==> config.mk <==
export PLATFORM = sky130hd
export DESIGN_NAME = rob_param
export DESIGN_NICKNAME = d
export VERILOG_FILES = /design/src/rtl/rob_param.sv
export SDC_FILE = /design/constraint.sdc
export NUM_CORES = 1
export LEC_CHECK = 0
export CORE_UTILIZATION = 55
export CTS_BUF_LIST = sky130_fd_sc_hd__clkbuf_2
export DETAILED_ROUTE_END_ITERATION = 8
export GPL_TIMING_DRIVEN = 0
export PLACE_DENSITY = 0.85
export SYNTH_ARGS = -nofsm -noshare
export SYNTH_HDL_FRONTEND = slang
export SYNTH_SLANG_ARGS = --single-unit
export TNS_END_PERCENT = 50
==> constraint.sdc <==
create_clock -name clk -period 27.9 [get_ports clk]
set_clock_uncertainty 0.15 [all_clocks]
set_input_delay 6.975 -clock clk [delete_from_list [all_inputs] [get_ports clk]]
set_output_delay 6.975 -clock clk [all_outputs]
set_load 0.02 [all_outputs]
==> src/rtl/rob_param.sv <==
// rob_param: circular reorder buffer with in-order retire, store/dmem handshake and mispredict flush.
// Define ROB_STATS_EN to add saturating stat_commits / stat_flushes counters.
module rob_param #(
  parameter int DEPTH  = 8,
  parameter int TAG_W  = $clog2(DEPTH),
  parameter int ARCH_W = 5,
  parameter int DATA_W = 32
) (
  input  logic              clk,
  input  logic              reset,
  input  logic              alloc_valid,
  input  logic              alloc_is_store,
  input  logic              alloc_is_br,
  input  logic [ARCH_W-1:0] alloc_rd,
  output logic              alloc_ready,
  output logic [TAG_W-1:0]  alloc_tag,
  input  logic              cdb_valid,
  input  logic [TAG_W-1:0]  cdb_tag,
  input  logic [DATA_W-1:0] cdb_data,
  input  logic              cdb_mispred,
  input  logic [DATA_W-1:0] cdb_target,
  output logic [DEPTH-1:0]  entry_ready,
  output logic              commit_valid,
  output logic [ARCH_W-1:0] commit_rd,
  output logic [DATA_W-1:0] commit_data,
  output logic [TAG_W-1:0]  commit_tag,
  output logic              st_commit,
  input  logic              data_mem_resp,
`ifdef ROB_STATS_EN
  output logic [31:0]       stat_commits,
  output logic [15:0]       stat_flushes,
`endif
  output logic              flush,
  output logic [DATA_W-1:0] flush_pc
);

  localparam logic [TAG_W:0] PTR_ONE  = (TAG_W+1)'(1);
  localparam logic [TAG_W:0] CNT_FULL = (TAG_W+1)'(DEPTH);

  typedef enum logic {RUN = 1'b0, ST_WAIT = 1'b1} state_e;

  state_e            state_q, state_d;
  logic [TAG_W:0]    head_q, tail_q, count_q;
  logic [DEPTH-1:0]  valid_q, done_q, mispred_q, store_q, br_q;
  logic [ARCH_W-1:0] rd_q     [DEPTH];
  logic [DATA_W-1:0] data_q   [DEPTH];
  logic [DATA_W-1:0] target_q [DEPTH];

  logic [TAG_W-1:0]  head_idx, tail_idx;
  logic              empty, head_ready, head_store;
  logic              alloc_fire, cdb_fire, retire;

  assign head_idx   = head_q[TAG_W-1:0];
  assign tail_idx   = tail_q[TAG_W-1:0];
  assign empty      = (head_q == tail_q);
  assign head_ready = !empty && valid_q[head_idx] && done_q[head_idx];
  assign head_store = store_q[head_idx];

  // Retire decision: stores detour through ST_WAIT, a mispredicted branch retires and flushes.
  always_comb begin
    state_d      = state_q;
    commit_valid = 1'b0;
    flush        = 1'b0;
    flush_pc     = '0;
    case (state_q)
      RUN: begin
        if (head_ready) begin
          if (head_store) begin
            state_d = ST_WAIT;
          end else begin
            commit_valid = 1'b1;
            if (mispred_q[head_idx]) begin
              flush    = 1'b1;
              flush_pc = target_q[head_idx];
            end
          end
        end
      end
      ST_WAIT: begin
        if (data_mem_resp) begin
          commit_valid = 1'b1;
          state_d      = RUN;
        end
      end
      default: state_d = RUN;
    endcase
  end

  assign alloc_ready = (count_q != CNT_FULL) && !flush;
  assign alloc_tag   = tail_idx;
  assign alloc_fire  = alloc_valid && alloc_ready;
  assign cdb_fire    = cdb_valid && valid_q[cdb_tag] && !flush;
  assign retire      = commit_valid && !flush;

  assign commit_rd   = (commit_valid && !head_store) ? rd_q[head_idx]   : '0;
  assign commit_data = (commit_valid && !head_store) ? data_q[head_idx] : '0;
  assign commit_tag  = commit_valid ? head_idx : '0;
  assign st_commit   = (state_q == ST_WAIT);

  for (genvar gi = 0; gi < DEPTH; gi++) begin : g_ready
    assign entry_ready[gi] = valid_q[gi] & done_q[gi];
  end

  always_ff @(posedge clk or posedge reset) begin
    if (reset) begin
      head_q  <= '0;
      tail_q  <= '0;
      count_q <= '0;
      state_q <= RUN;
    end else if (flush) begin
      head_q  <= '0;
      tail_q  <= '0;
      count_q <= '0;
      state_q <= RUN;
    end else begin
      state_q <= state_d;
      if (retire)     head_q <= head_q + PTR_ONE;
      if (alloc_fire) tail_q <= tail_q + PTR_ONE;
      case ({alloc_fire, retire})
        2'b10:   count_q <= count_q + PTR_ONE;
        2'b01:   count_q <= count_q - PTR_ONE;
        default: count_q <= count_q;
      endcase
    end
  end

  // Alloc never targets the retiring head (no alloc while full), so the updates don't collide.
  always_ff @(posedge clk or posedge reset) begin
    if (reset) begin
      valid_q   <= '0;
      done_q    <= '0;
      mispred_q <= '0;
      store_q   <= '0;
      br_q      <= '0;
      for (int i = 0; i < DEPTH; i++) begin
        rd_q[i]     <= '0;
        data_q[i]   <= '0;
        target_q[i] <= '0;
      end
    end else if (flush) begin
      valid_q   <= '0;
      done_q    <= '0;
      mispred_q <= '0;
    end else begin
      if (retire) valid_q[head_idx] <= 1'b0;
      if (alloc_fire) begin
        valid_q[tail_idx]   <= 1'b1;
        done_q[tail_idx]    <= 1'b0;
        mispred_q[tail_idx] <= 1'b0;
        store_q[tail_idx]   <= alloc_is_store;
        br_q[tail_idx]      <= alloc_is_br;
        rd_q[tail_idx]      <= alloc_rd;
      end
      if (cdb_fire) begin
        done_q[cdb_tag]    <= 1'b1;
        mispred_q[cdb_tag] <= cdb_mispred & br_q[cdb_tag];
        target_q[cdb_tag]  <= cdb_target;
        if (!store_q[cdb_tag]) data_q[cdb_tag] <= cdb_data;
      end
    end
  end

`ifdef ROB_STATS_EN
  logic [31:0] stat_commits_q;
  logic [15:0] stat_flushes_q;

  always_ff @(posedge clk or posedge reset) begin
    if (reset) begin
      stat_commits_q <= '0;
      stat_flushes_q <= '0;
    end else begin
      if (commit_valid && (stat_commits_q != '1)) stat_commits_q <= stat_commits_q + 32'd1;
      if (flush && (stat_flushes_q != '1))        stat_flushes_q <= stat_flushes_q + 16'd1;
    end
  end

  assign stat_commits = stat_commits_q;
  assign stat_flushes = stat_flushes_q;
`endif

endmodule

==> impl_metrics.tcl, run 1 <==
set metrics [dict create \
    postCtsHoldBufs 0 \
    critPathTopFamily "buffers and inverters" \
    vias_per_cell 6.54 \
    area_growth_pct 15.0 \
    post_dp_cell_area_mm2 0.0290 \
    drc 0 \
    grt_pass1_wl_um 117000 \
    grt_max_degree 122 \
    worst-path-stages 7 \
    drt_iter0_markers 1836 \
    tightest_slew_ns 1.13 \
    synth-simple-area-share 0.0421 \
    path_clk_slew_ns 0.08 \
    wl_um 76200 \
    path_cells "clkdlybuf4s50_1 -> nand2_1 -> o21ai_0 -> nand2_1 -> clkbuf_1 -> nor2_1 -> clkdlybuf4s50_1" \
    switching_share 0.372 \
    ctsResizeCount 0 \
    relSlewSlack 0.249 \
    antenna_found_initial 11 \
    intPower_mw 2.20 \
    grt_usage 0.313 \
    hold_viol 0 \
    async_flop_share 1.00 \
    fp.coreArea_mm2 0.0476 \
    die-height_um 221 \
    synthCells 1927 \
    synthTopCellsByArea "dfrtp_1 57%, mux2_2 23%, o22ai_1 3.4%" \
    synth-warning-count 0 \
    power_switching_mw 1.31 \
    final_util 0.639 \
    combPwrFrac 0.390 \
    worstPathRequired_ns 20.77 \
    yosys.area_share.adder 0.00189 \
    setup_violations 0 \
    fp.dieW_um 221 \
    crit_path_max_incr_delay_ns 0.67 \
    power_density_mw_per_mm2 115 \
    via_count 19413 \
    maxCapViolations 0 \
    fmax_ghz 0.0596 \
    synth_top_family_by_area "multiplexers" \
    dp_slack_ns 11.14 \
    cts.sinks 605 \
    crit_path_end_kind "output port" \
    post-route-min-period_ns 16.79 \
    seqPwrFrac 0.435 \
    grt_pass1_vias 20220 \
    synth_edf_count 0 \
    cts-root-buf "clkbuf_2" \
    first_pass_iters 7 \
    rows 80 \
    grt_overflow 0 \
    fin_crit_sh 0.602 \
    wl_per_cell_um 25.7 \
    reg2reg_depth 10 \
    globalplace.congestion 0.894 \
    holdPathStages 1 \
    yosysSeqAreaShare 0.572 \
    synth_mux_area_frac 0.259 \
    portBuffers 165 \
    status "finished, final reports clean" \
    setup_ws_ns 11.11 \
    yosys_most_used_dff "dfrtp_1" \
    crit_buf_inv 3 \
    initial_core_util 0.556 \
    syn_avg_cell_area_um2 13.7 \
    cts_max_level 4 \
    critPathKind "primary input to output port" \
    drv_slew 0 \
    ant_nets 0 \
    nets 2333 \
    place_inst 2712 \
    fp.dieArea_mm2 0.0490 \
    post_cts_buffers 0 \
    synth_compound_area_frac 0.0977 \
    dpl.hpwl_um 49200 \
    crit_fanout 10 \
    startpoint_type "primary input" \
    syn-cell-area_mm2 0.0265 \
    synth_top_area_share 0.572 \
    final_area_mm2 0.0304 \
    synth-seq-cells 605 \
    p_leak_nw 13.3 \
    synth_xor_area_frac 0.00298 \
    clk_path_buf_depth 3 \
    final_common_cell "dfrtp_1" \
    worstPathArrival_ns 9.67 \
    hold_class "flip-flop to flip-flop" \
    rsz0062_at_grt "false" \
    final_cell_mix "605 x dfrtp_1, 536 x mux2_2, 197 x clkbuf_2" \
    clock_latency_ns 1.29 \
    drive_above_1_share 0.369 \
    cts_tree "done" \
    synth_cell_types 57 \
    synth_top_cell_by_area "dfrtp_1" \
    numCtsBuffers 150 \
    io_pins 167 \
    synth_nets 2011 \
    p_clk_frac 0.176 \
    ir_drop_uv 58.9 \
    final_cell_count_no_fill 2968 \
    slowest_stage "clkdlybuf4s50_1" \
]
cells by family after synthesis:
kind of cell,Yosys count
AND/OR/NAND/NOR,202
AO/OA/AOI/OAI,371
XOR/XNOR,9
buffers and inverters,143
flip-flops,605
multiplexers,593
adder cells (fa/ha/maj),4
per-layer routing:
| layer | up-vias | GRT usage | part of all wire |
|---|---|---|---|
| met4 | 14 | 0.167 | 0.041 |
| li1 | 8042 | - | - |
| met3 | 231 | 0.0867 | 0.095 |
| met5 | - | 0 | 0.0012 |
| met2 | 1094 | 0.489 | 0.48 |
| met1 | 10032 | 0.400 | 0.39 |
cell usage after synthesis (16+ instances only):
library cell and n:
dfrtp_1 605, mux2_2 536, o22ai_1 144, clkbuf_1 72, a22oi_1 69, nor2_1 56
buf_2 47, or4_1 38, a221oi_1 35, a22o_1 35, a31oi_1 35, mux2_4 30
nand2_1 28, a21oi_1 19, o21ai_0 16
worst reg2reg max path, stage by stage, from the launching register on:
cell and delay [ns]:
dfrtp_1 0.36, buf_2 0.27, buf_2 0.32, mux4_2 0.35, mux2_2 0.30, nand3_2 0.18
nand2_2 0.09, buf_6 0.15, nor4_2 0.82, buf_2 0.49, mux2_2 0.39
layout make-up:
type                    count  area [um2]
multi-input cells        1179       10700
fillers                  3447       17200
repair buffers            170        1790
clock inverters            53         403
clock buffers             197         986
flip-flops and latches    605       15100
well taps                 615         769
diodes                      6        15.0
inverters                   5        26.3
plain buffers             138         633
power groups by stage:
stage | sequential, mW | clock (mW) | combinational, mW
2_1_floorplan | 1.46 | 0 | 0.912
3_3_place_gp | 1.50 | 0 | 1.29
3_5_place_dp | 1.53 | 0 | 1.34
4_1_cts | 1.51 | 0.620 | 1.35
5_1_grt | 1.56 | 0.663 | 1.45
6_report | 1.53 | 0.616 | 1.37
sequential cells by signal (all words and copies together), names as in the netlist:
| register | cells |
|---|---|
| head_q | 4 |
| data_q | 256 |
| st_commit | 1 |
| mispred_q | 8 |
| store_q | 8 |
| br_q | 8 |
| rd_q | 40 |
| done_q | 8 |
| target_q | 256 |
| count_q | 4 |
| valid_q | 8 |
| tail_q | 4 |
metrics by stage:
step / power [mW] / setup TNS [ns] / hold slack, ns
floorplan: 2.37 / 0 / 0.286
global placement: 2.79 / -796.05 / 0.307
detailed placement: 2.87 / 0 / 0.311
CTS: 3.48 / 0 / 0.322
global route: 3.67 / 0 / 0.353
finish: 3.51 / 0 / 0.325
worst paths after layout:
kind	from	endpoint	slack [ns]
setup / recovery	data_mem_resp	commit_data[28]	11.11
hold / removal	count_q[3]	count_q[3]	0.32
setup reg to reg	head_q[1]	target_q[243]	23.90
hold reg to reg	count_q[3]	count_q[3]	0.32
max in group asynchronous	reset	data_q[228]	19.99
min in group asynchronous	reset	target_q[247]	6.00
(Power assumes the default switching activity.)
==> run 2, diff against run 1 <==
==> constraint.sdc (replaced) <==
create_clock -name clk -period 17.5 [get_ports clk]
set_clock_uncertainty 0.15 [all_clocks]
set_input_delay 4.375 -clock clk [delete_from_list [all_inputs] [get_ports clk]]
set_output_delay 4.375 -clock clk [all_outputs]
set_load 0.02 [all_outputs]
==> run 2 against run 1 <==
Sequential share of layout area is 0.23 points lower. Clock power is 58% higher. Worst setup slack worse by 5.2 ns. Power is 59% higher. Global-route usage is 0.32 points higher. Critical endpoint is now commit_data[30]. Highest routed layer unchanged.
==> impl_metrics.tcl, run 2 (synthesized netlist as in run 1, its figures left out) <==
set metrics [dict create \
    grt_usage 0.317 \
    slowest_stage "clkdlybuf4s50_1" \
    maxCapViolations 0 \
    vias_per_cell 6.56 \
    hold_slack_ns 0.342 \
    cts-root-buf "clkbuf_2" \
    startpoint_type "primary input" \
    initial_core_util 0.556 \
    crit_fanout 10 \
    final_cell_mix "605 x dfrtp_1, 536 x mux2_2, 218 x clkbuf_2" \
    first_pass_iters 5 \
    fin_crit_sh 0.660 \
    path_cells "clkdlybuf4s50_1 -> nand2_1 -> o21ai_0 -> nand2_1 -> a31oi_1 -> clkdlybuf4s50_1" \
    fp.dieW_um 221 \
    drt_iter0_markers 1807 \
    cts_tree "done" \
    dpl.hpwl_um 50400 \
    io_pins 167 \
    critPathTopFamily "buffers and inverters" \
    clock_latency_ns 1.38 \
    worstPathArrival_ns 7.03 \
    setup_violations 0 \
    relSlewSlack 0.238 \
    status "finished, final reports clean" \
    globalplace.congestion 0.883 \
    crit_buf_inv 2 \
    numCtsBuffers 154 \
    fp.dieArea_mm2 0.0490 \
    wl_per_cell_um 25.7 \
    ant_nets 0 \
    final_common_cell "dfrtp_1" \
    setup_ws_ns 5.94 \
    hold_class "flip-flop to flip-flop" \
    post-route-min-period_ns 11.56 \
    setup_tns_ns 0 \
    crit_path_max_incr_delay_ns 0.69 \
    worstPathRequired_ns 12.98 \
    reg_top3 "data_q: 256 flops, target_q: 256 flops, rd_q: 40 flops" \
    area_growth_pct 15.5 \
    final_util 0.642 \
    fp.coreArea_mm2 0.0476 \
    postCtsHoldBufs 0 \
    die-height_um 221 \
    drive_above_1_share 0.381 \
    nets 2347 \
    power_mw 5.59 \
    tightest_slew_ns 1.14 \
    fmax_ghz 0.0865 \
    cts.sinks 605 \
    post_cts_buffers 0 \
    hold_viol 0 \
    dp_slack_ns 6.03 \
    portBuffers 165 \
    antenna_found_initial 10 \
    path_clk_slew_ns 0.09 \
    drc 0 \
    via_count 19551 \
    wl_um 76800 \
    ctsResizeCount 0 \
    crit_path_end_kind "output port" \
    grt_pass1_vias 20325 \
    drv_slew 0 \
    grt_pass1_wl_um 118000 \
    critPathKind "primary input to output port" \
    clk_path_buf_depth 3 \
    rows 80 \
    grt_overflow 0 \
    cts_max_level 4 \
    ir_drop_uv 85.7 \
    grt_max_degree 47 \
    rsz0062_at_grt "false" \
    power_density_mw_per_mm2 183 \
    p_leak_nw 13.4 \
]
-- run 2: routing by layer --
layer | share of wire | global-route usage | routed length [um]
met5 | 0.00079 | 0 | 61
met4 | 0.053 | 0.192 | 4080
met3 | 0.096 | 0.0803 | 7390
met2 | 0.47 | 0.498 | 36300
met1 | 0.38 | 0.396 | 29000
-- run 2: power breakdown --
group	leakage, nW	total (mW)	internal [mW]	switching [mW]
Combinational	4.93	2.18	1.05	1.13
Sequential	7.46	2.44	2.05	0.382
Clock	1.02	0.974	0.393	0.581
-- run 2: final cells by class --
class / count / area (um2)
clock inverter: 34 / 277
antenna: 8 / 20.0
buffer: 138 / 633
tap: 615 / 769
fill: 3416 / 17100
inverter: 5 / 22.5
clock buffer: 218 / 1090
multi-input combinational: 1179 / 10700
timing repair buffer: 180 / 1950
sequential: 605 / 15100
-- run 2: path summary, 6_finish.rpt --
check / start / to / slack [ns] / depth (start not counted)
max in group asynchronous: reset / target_q[14] / 12.60 / 6
min reg2reg: count_q[3] / count_q[3] / 0.34 / 1
min in group asynchronous: reset / data_q[153] / 3.19 / 2
max reg2reg: head_q[1] / count_q[3] / 13.40 / 12
min: count_q[3] / count_q[3] / 0.34 / 1
max: data_mem_resp / commit_data[30] / 5.94 / 6
-- run 2: stage by stage --
stage / cells / area, um2
final: 2982 / 30600
after global routing: 2979 / 30600
after CTS: 2974 / 30600
after detailed placement: 2722 / 29200
after global placement: 2707 / 28900
after floorplan: 1927 / 26500
==> run 3, diff against run 2 <==
--- a/config.mk
+++ b/config.mk
@@ -9,7 +9,7 @@
 export CTS_BUF_LIST = sky130_fd_sc_hd__clkbuf_2
 export DETAILED_ROUTE_END_ITERATION = 8
 export GPL_TIMING_DRIVEN = 0
-export PLACE_DENSITY = 0.85
+export PLACE_DENSITY = 0.88
 export SYNTH_ARGS = -nofsm -noshare
 export SYNTH_HDL_FRONTEND = slang
 export SYNTH_SLANG_ARGS = --single-unit
==> constraint.sdc (replaced) <==
create_clock -name clk -period 10.45 [get_ports clk]
set_clock_uncertainty 0.15 [all_clocks]
set_input_delay 2.6125 -clock clk [delete_from_list [all_inputs] [get_ports clk]]
set_output_delay 2.6125 -clock clk [all_outputs]
set_load 0.02 [all_outputs]
==> run 3 against run 2 <==
Flip-flop and latch count unchanged. Design area rose by 0.25%. Count of clock-buffer cells in the layout down 4. Register-to-register slack got worse by 7.0 ns. Non-clock buffer count did not move. Sequential share of layout area shrank 0.12 points. Core utilization is 0.16 points higher. Clock power is 74% higher. Die area stayed put. Sequential power increased by 68%. Worst setup slack lost 4.3 ns. Highest routed layer unchanged.
==> impl_metrics.tcl, run 3 (synthesized netlist as in run 1, its figures left out) <==
set metrics [dict create \
    grt_use_met3 0.101 \
    status "finished, final reports clean" \
    fp.coreArea_mm2 0.0476 \
    p_leak_nw 13.5 \
    rows 80 \
    wl_per_cell_um 26.0 \
    fillers 3345 \
    final_area_mm2 0.0307 \
    fp.dieArea_mm2 0.0490 \
    crit_fanout 10 \
    setup_violations 0 \
    initial_core_util 0.556 \
    antenna_found_initial 11 \
    post-route-min-period_ns 8.84 \
    nets 2347 \
    drive_above_1_share 0.376 \
    hold_class "flip-flop to flip-flop" \
    use_met2 0.516 \
    io_pins 167 \
    cts_max_level 4 \
    use_met1 0.393 \
    final_cell_mix "605 x dfrtp_1, 536 x mux2_2, 214 x clkbuf_2" \
    clock_latency_ns 1.37 \
    post_cts_buffers 0 \
    grt_overflow 0 \
    setup_ws_ns 1.61 \
    crit_path_max_incr_delay_ns 0.80 \
    crit_buf_inv 6 \
    area_growth_pct 15.8 \
    cts_tree "done" \
    portBuffers 165 \
    final_common_cell "dfrtp_1" \
    path_clk_slew_ns 0.11 \
    grt_pass1_vias 20448 \
    slowest_stage "clkbuf_1" \
    rsz0062_at_grt "false" \
    ir_drop_uv 161 \
    die-height_um 221 \
    hold_slack_ns 0.353 \
    via_count 19577 \
    power_density_mw_per_mm2 308 \
    grt-busiest-layer "met2" \
    clk_path_buf_depth 3 \
    grt_max_degree 46 \
    startpoint_type "flip-flop" \
    vias_per_cell 6.53 \
    relSlewSlack 0.216 \
    path_cells "buf_6 -> buf_6 -> clkbuf_1 -> nand2_1 -> nor2_1 -> clkbuf_1 -> clkbuf_1 -> a22oi_1 -> a31oi_1 -> clkdlybuf4s50_1" \
    grt_pass1_wl_um 119000 \
    setup_tns_ns 0 \
    hold_viol 0 \
    drt_iter0_markers 1926 \
    first_pass_iters 7 \
    dp_slack_ns 2.39 \
    critPathTopFamily "buffers and inverters" \
    drc 0 \
    fmax_ghz 0.113 \
    tightest_slew_ns 1.18 \
    fp.dieW_um 221 \
    wl_um 77800 \
    globalplace.congestion 0.932 \
    drv_slew 0 \
    cts.sinks 605 \
    postCtsHoldBufs 0 \
    critPathKind "flip-flop to output port" \
    post_dp_cell_area_mm2 0.0292 \
    ant_nets 0 \
    worstPathRequired_ns 7.69 \
    reg_top3 "data_q: 256 flops, target_q: 256 flops, rd_q: 40 flops" \
    grt_usage 0.322 \
    numCtsBuffers 154 \
    dpl.hpwl_um 50600 \
    worstPathArrival_ns 6.08 \
    ctsResizeCount 0 \
    maxCapViolations 0 \
    fin_crit_sh 0.846 \
    crit_path_end_kind "output port" \
    cts-root-buf "clkbuf_2" \
    crit_top_cell "clkbuf_1" \
]
==> run 3: cell count changes in the layout (fill, tap and decap cells not counted), sizes merged <==
cell      previous run  this run
inv                  5         7
clkinvlp             6         3
clkbuf             290       286
bufinv               4         6
diode                8         9
clkinv              24        41
==> run 3: final timing paths <==
path                       startpoint       endpoint  slack, ns  cells after the start
setup / recovery            head_q[0]   flush_pc[19]       1.61                     10
hold / removal             count_q[3]     count_q[3]       0.35                      1
setup reg to reg            head_q[1]     data_q[82]       6.39                     10
hold reg to reg            count_q[3]     count_q[3]       0.35                      1
max in group asynchronous       reset  target_q[253]       6.89                      7
min in group asynchronous       reset    data_q[117]       1.48                      2
==> run 3: worst register-to-register path, stage by stage, from the launching register on <==
cell and delay, ns:
dfrtp_1 0.37, buf_2 0.27, buf_2 0.29, mux4_2 0.35, mux2_2 0.31, nand3_2 0.19, nand2_2 0.10, buf_6 0.15
nor3_1 0.87, buf_2 0.48, mux2_2 0.39
==> run 3: per-stage QoR <==
step,utilization,power [mW],instances
global placement,0.607,7.44,2707
CTS,0.643,9.37,2988
global route,0.643,9.89,2992
detailed placement,0.613,7.69,2722
finish,0.644,9.46,2997
floorplan,-,6.34,1927
==> run 3: cell type report <==
type                    instances  area (um2)  area share
multi-input cells            1179       10700       0.348
inverters                       5        22.5    0.000734
plain buffers                 138         633      0.0206
well taps                     615         769      0.0251
diodes                          9        22.5    0.000734
clock buffers                 214        1070      0.0349
repair buffers                180        1950      0.0636
flip-flops and latches        605       15100       0.494
clock inverters                52         370      0.0121
==> run 3: layer usage <==
metal | share of wire | routed length (um)
met5 | 0.0011 | 87
met4 | 0.045 | 3510
met3 | 0.10 | 7980
met2 | 0.48 | 37600
met1 | 0.37 | 28700
==> run 3: power breakdown <==
part | internal [mW] | switching [mW]
Sequential | 3.44 | 0.659
Combinational | 1.76 | 1.91
Clock | 0.701 | 0.991
==> RTL change 1, RTL diff (settings of run 3) <==
Build with the macro `ROB_STATS_EN` defined.
--- a/src/rtl/rob_param.sv
+++ b/src/rtl/rob_param.sv
@@ -1,5 +1,7 @@
 // rob_param: circular reorder buffer with in-order retire, store/dmem handshake and mispredict flush.
 // Define ROB_STATS_EN to add saturating stat_commits / stat_flushes counters.
+`define ROB_STATS_EN
+
 module rob_param #(
   parameter int DEPTH  = 8,
   parameter int TAG_W  = $clog2(DEPTH),
Behaviour (old outputs only; new: stat_commits and stat_flushes): no difference found for any inputs over 4 cycles, from zero or initial values and one cycle with reset high; that may be too few to reach the edited logic, so the function may still have changed.
==> RTL change 1 against run 3 <==
  * The flow now finishes with violations (max-capacitance violations, max-slew violations)
  * Synthesized area up 8.9%
  * First-iteration DRC count grew 15%
  * Wire length is 9.6% higher
  * Utilization up 0.86 points
  * Sequential cell count increased by 48
  * Sequential power rose by 4%
  * Design area increased by 9.6%
  * Worst setup slack worse by 550 ps
  * Final cell count is 12% higher
  * Hold slack worse by 3.2 ps
  * Total power increased by 2.2%
  * Synthesized cell count rose by 13%
  * Critical path type unchanged
  * Largest cell class unchanged
  * Largest power group unchanged
  * Highest routed layer unchanged
==> RTL change 1: results (changes against run 3) <==
- Clk root buf: clkbuf_2
- 1st-pass router iterations: 5 (-2)
- Initial DRC Count: 2218 (+15%)
- Global-route wire length before repair: 130 mm (+9.0%)
- Seq area share: 48.6% (-0.73 points)
- Clk cell area share: 4.23% (-0.47 points)
- Fraction of layout instances using a drive strength above 1: 33.6% (-4.0 points)
- Max stage delay on crit path: 1320 ps (+520 ps)
- Critical Path AT: 6630 ps (+550 ps)
- Worst vdd ir: 0.144 mV (-10%)
- #MultiIn Comb: 1358 (+15%)
- Core Rows: 83 (+3.8%)
- Final wirelength: 85.3 mm (+9.6%)
- TritonCTS sink count: 653 (+7.9%)
- Num CTS Buffers: 161 (+4.5%)
- Post-CTS sizing: 0 (unchanged)
- Placed Area: 0.0321 sq mm (+10%)
- Post-synthesis sequential area ratio: 56.7% (-0.49 points)
- Max Cap Violations: 1 (+1)
- Port bufs: 214 (+30%)
- Final nets: 2654 (+13%)
- Post-synthesis mux area share: 23.5% (-2.4 points)
- Metal-1 WL: 32.8 mm (+14%)
- Fin crit period: 9390 ps (+549 ps)
- Worst setup slack after placement: 2070 ps (-319 ps)
- Tightest Pin Transition: 1630 ps (+451 ps)
- Syn Nets: 2261 (+12%)
- Outcome: complete, but fails checks
- Via count: 21700 (+11%)
- Largest net degree at the start of global routing: 49 (+6.5%)
- Final GP Congestion: 0.883 (-5.2%)
- Clock buffer count: 228 (+6.5%)
- Non-clk invs: 14 (+9)
- Synth top cells by count: dfrtp_1 (653), mux2_2 (571), o22ai_1 (147), clkbuf_1 (101), nor2_1 (78)
- NonClk Buf Share: 9.25% (+0.82 points)
- Max-slew violations: 7 (+7)
- Fill count: 3640 (+8.8%)
- Design area: 0.0336 sq mm (+9.6%)
- Synth top area cells: dfrtp_1 (57%), mux2_2 (22%), o22ai_1 (3.2%), a22oi_1 (1.7%), clkbuf_1 (1.3%)
- Drt wl/cell: 25.3 um (-2.5%)
- Met1 usage: 41.4% (+2.1 points)
- Worst Path Max Fanout: 10 (unchanged)
- Mapped Cells: 2175 (+13%)
- Yosys cell types: 61 (+7.0%)
- Post-DP HPWL: 55.9 mm (+11%)
- Tot GR Track Use: 32.4% (+0.13 points)
- Initial antenna violation count: 16 (+5)
- ANT cells: 12 (+3)
- Met3 Wirelength: 8.48 mm (+6.4%)
- Met3 usage: 9.23% (-0.83 points)
- Adder-cell area share of the yosys netlist: 0.260% (+0.071 points)
- Failing checks: max-capacitance violations, max-slew violations
- Synth Area in Compound Gates: 9.79% (+0.020 points)
- Area of the multi-input gates: 0.0118 sq mm (+10%)
- Metal2 WL: 39.9 mm (+6.3%)
- Non-CTS buffers: 380 (+19%)
- Xor and xnor area share after synthesis: 1.55% (+1.3 points)
- Grt met2 use: 49.4% (-2.2 points)
- Slowest CP cell: nor3_1
- Leakage: 14.6 nW (+8.5%)
## RTL change 1: cell types whose count changed in the layout (fill, tap and decap cells not counted), sizes merged, moves of 11 or more
| cell | change |
|---|---|
| clkdlybuf4s50 | +49 |
| dfrtp | +48 |
| clkbuf | +43 |
| xnor2 | +26 |
| nor2 | +22 |
| nand2 | +20 |
| and3 | +17 |
| buf | -16 |
| xor2 | +16 |
| nand4 | +13 |
| mux2i | +11 |
| nor4 | +11 |
## RTL change 1: power breakdown
group          internal (W)  switching [W]
Combinational       0.00171        0.00198
Sequential          0.00361       0.000648
Clock              0.000678        0.00104
## RTL change 1: path summary, 6_finish.rpt
kind                              endpoint            start  slack (ps)  cells past startpoint
min                        stat_commits[9]  stat_commits[9]         350                      1
max reg2reg                     valid_q[7]        head_q[0]        5980                     10
max                           flush_pc[27]        head_q[0]        1060                      9
min in group asynchronous  stat_flushes[6]            reset        1600                      2
max in group asynchronous    target_q[206]            reset        6500                      8
min reg2reg                stat_commits[9]  stat_commits[9]         350                      1
==> RTL change 2, RTL diff (flow settings as in run 3) <==
Made on the original files. Register the input `cdb_target` before use, without a reset. The logic sees it one clock later. The other inputs are not delayed to match.
--- a/src/rtl/rob_param.sv
+++ b/src/rtl/rob_param.sv
@@ -38,6 +38,12 @@
   localparam logic [TAG_W:0] CNT_FULL = (TAG_W+1)'(DEPTH);
 
   typedef enum logic {RUN = 1'b0, ST_WAIT = 1'b1} state_e;
+
+  logic [DATA_W-1:0] cdb_target_q;
+
+  always_ff @(posedge clk) begin
+    cdb_target_q <= cdb_target;
+  end
 
   state_e            state_q, state_d;
   logic [TAG_W:0]    head_q, tail_q, count_q;
@@ -154,7 +160,7 @@
       if (cdb_fire) begin
         done_q[cdb_tag]    <= 1'b1;
         mispred_q[cdb_tag] <= cdb_mispred & br_q[cdb_tag];
-        target_q[cdb_tag]  <= cdb_target;
+        target_q[cdb_tag]  <= cdb_target_q;
         if (!store_q[cdb_tag]) data_q[cdb_tag] <= cdb_data;
       end
     end
Behaviour: not the same (Yosys sat finds a counterexample within 4 cycles, from zero or initial values and one cycle with reset high).
==> RTL change 2 against run 3 <==
  * Worst setup slack got worse by 580 ps
  * Sequential cell count grew 32
  * Wire length grew 7.5%
  * Design area grew 4.3%
  * Non-clock buffer count grew 14
  * Combinational power down 3%
  * Sequential power increased by 4%
  * Total power up 0.93%
  * Synthesized area grew 4.7%
  * Synthesized cell count grew 11%
  * Critical path type unchanged
  * Critical endpoint is now flush_pc[29]
  * Largest cell class unchanged
  * Highest routed layer unchanged
==> RTL change 2: results (changes against run 3) <==
- Vias in the first global route: 22000 (+7.7%)
- Tot GR Track Use: 33.4% (+1.2 points)
- Clk root buf: clkbuf_2
- Clock buffer depth: 3 (unchanged)
- Post-synthesis sequential area ratio: 56.9% (-0.25 points)
- Worst vdd ir: 0.151 mV (-6.1%)
- Synth Warn #: 0 (unchanged)
- Critical Path AT: 6660 ps (+580 ps)
- Synth top cells by count: dfrtp_1 (605), mux2_2 (393), nand2_1 (242), o22ai_1 (119), mux2_4 (90)
- Slew HR: 28.2% (+6.6 points)
- Global-route wire length before repair: 128 mm (+6.8%)
- Max stage delay on crit path: 800 ps (about the same)
- Post-DP HPWL: 54.2 mm (+7.2%)
- Outcome: finished, final reports clean
- Final GP Congestion: 0.920 (-1.2%)
- Fraction of layout instances using a drive strength above 1: 32.3% (-5.3 points)
- 1st-pass router iterations: 5 (-2)
- Post-synth top flop: dfrtp_1
- Final nets: 2566 (+9.3%)
- Hold Crit Class: reg -> reg
- Post-synth ARST share: 95.0% (-5.0 points)
- Slowest CP cell: nor2_1
- Yosys cell types: 63 (+11%)
- Fill count: 3424 (+2.4%)
- Syn Nets: 2227 (+11%)
- Drt wl/cell: 25.6 um (-1.6%)
- Synth top area cells: dfrtp_1 (55%), mux2_2 (16%), mux2_4 (4.9%), nand2_1 (3.3%), o22ai_1 (2.7%)
- H-tree levels: 4 (unchanged)
- Clk slew on worst S/H paths: 110 ps (about the same)
- Post-CTS Setup Inserts: 0 (unchanged)
- Cell family with most CP delay: buffers and inverters
- Largest registers: data_q: 256 flops, target_q: 256 flops, rd_q: 40 flops
- Post-CTS sizing: 0 (unchanged)
- Initial antenna violation count: 10 (-1)
- Initial DRC Count: 2510 (+30%)
- Num CTS Buffers: 156 (+1.3%)
- Leakage: 14.7 nW (+9.5%)
- DR vias/cell: 6.46 (-1.1%)
- Worst Path Max Fanout: 10 (unchanged)
- Later-pin clock latency in the skew report: 1390 ps (+20 ps)
- Final hold viol count: 0 (unchanged)
- Port bufs: 166 (+0.61%)
- Largest net degree at the start of global routing: 48 (+4.3%)
RTL change 2: area by class of cell:
type	count	area, sq um	area share (%)
Multi-Input combinational cell	1341	11100	34.7
Sequential cell	637	15800	49.3
Tap cell	664	831	2.60
Antenna cell	16	40.0	0.125
Clock buffer	226	1130	3.53
Timing Repair Buffer	181	1960	6.13
Clock inverter	45	313	0.978
Buffer	151	768	2.40
Inverter	14	56.3	0.176
RTL change 2: final timing paths:
kind | startpoint | end | slack, ps | cells after the start
worst max-delay path | head_q[1] | flush_pc[29] | 1030 | 11
worst min-delay path | cdb_target_q[30] | target_q[254] | 260 | 2
worst max register to register | head_q[1] | valid_q[2] | 6170 | 10
worst min register to register | cdb_target_q[30] | target_q[254] | 260 | 2
max in group asynchronous | reset | done_q[7] | 7080 | 6
min in group asynchronous | reset | data_q[208] | 1470 | 2
RTL change 2: per-layer routing:
layer	vias to the layer above	wire length, um	part of all wire [%]	track usage (%)
met5	-	11	0.013	0
met4	2	4780	5.7	21.6
met3	324	9450	11	9.60
met2	1469	38700	46	51.0
met1	10700	30700	37	41.8
li1	8639	-	-	-
RTL change 2: worst reg2reg max path, stage by stage (launching register included):
cell      delay, ps
dfrtp_1         360
buf_4           160
buf_6           170
buf_6           170
clkbuf_1        430
buf_1           740
nand2_1         710
buf_2           480
clkbuf_1        460
o21ai_0         290
a21oi_1         100
RTL change 2: cells by family after synthesis:
family / count (synthesis) / synth area share, %
and+or+nand+nor: 420 / 7.23
muxes: 525 / 22.6
buffers and inverters: 165 / 2.96
DFF: 637 / 56.9
AOI/OAI and AO/OA: 383 / 9.83
adders and majority gates: 4 / 0.181
xor gates and xnor gates: 9 / 0.284
RTL change 2: through the flow:
step / total power, W / cell area, sq um / worst slack, ps / std cells / TNS [ps]
3_5_place_dp: 0.00773 / 30500 / 1590 / 2988 / 0
4_1_cts: 0.00943 / 32000 / 1210 / 3259 / 0
3_3_place_gp: 0.00748 / 30200 / -3470 / 2973 / -2059820
6_report: 0.00955 / 32000 / 1030 / 3275 / 0
5_1_grt: 0.00997 / 32000 / 1050 / 3272 / 0
2_1_floorplan: 0.00647 / 27700 / -566 / 2143 / -342230
RTL change 2: power by group:
group	total (W)	switching, W	internal, W
registers	0.00426	0.000682	0.00357
logic	0.00356	0.00188	0.00168
clock network	0.00173	0.00104	0.000682
total	0.00955	0.00361	0.00594
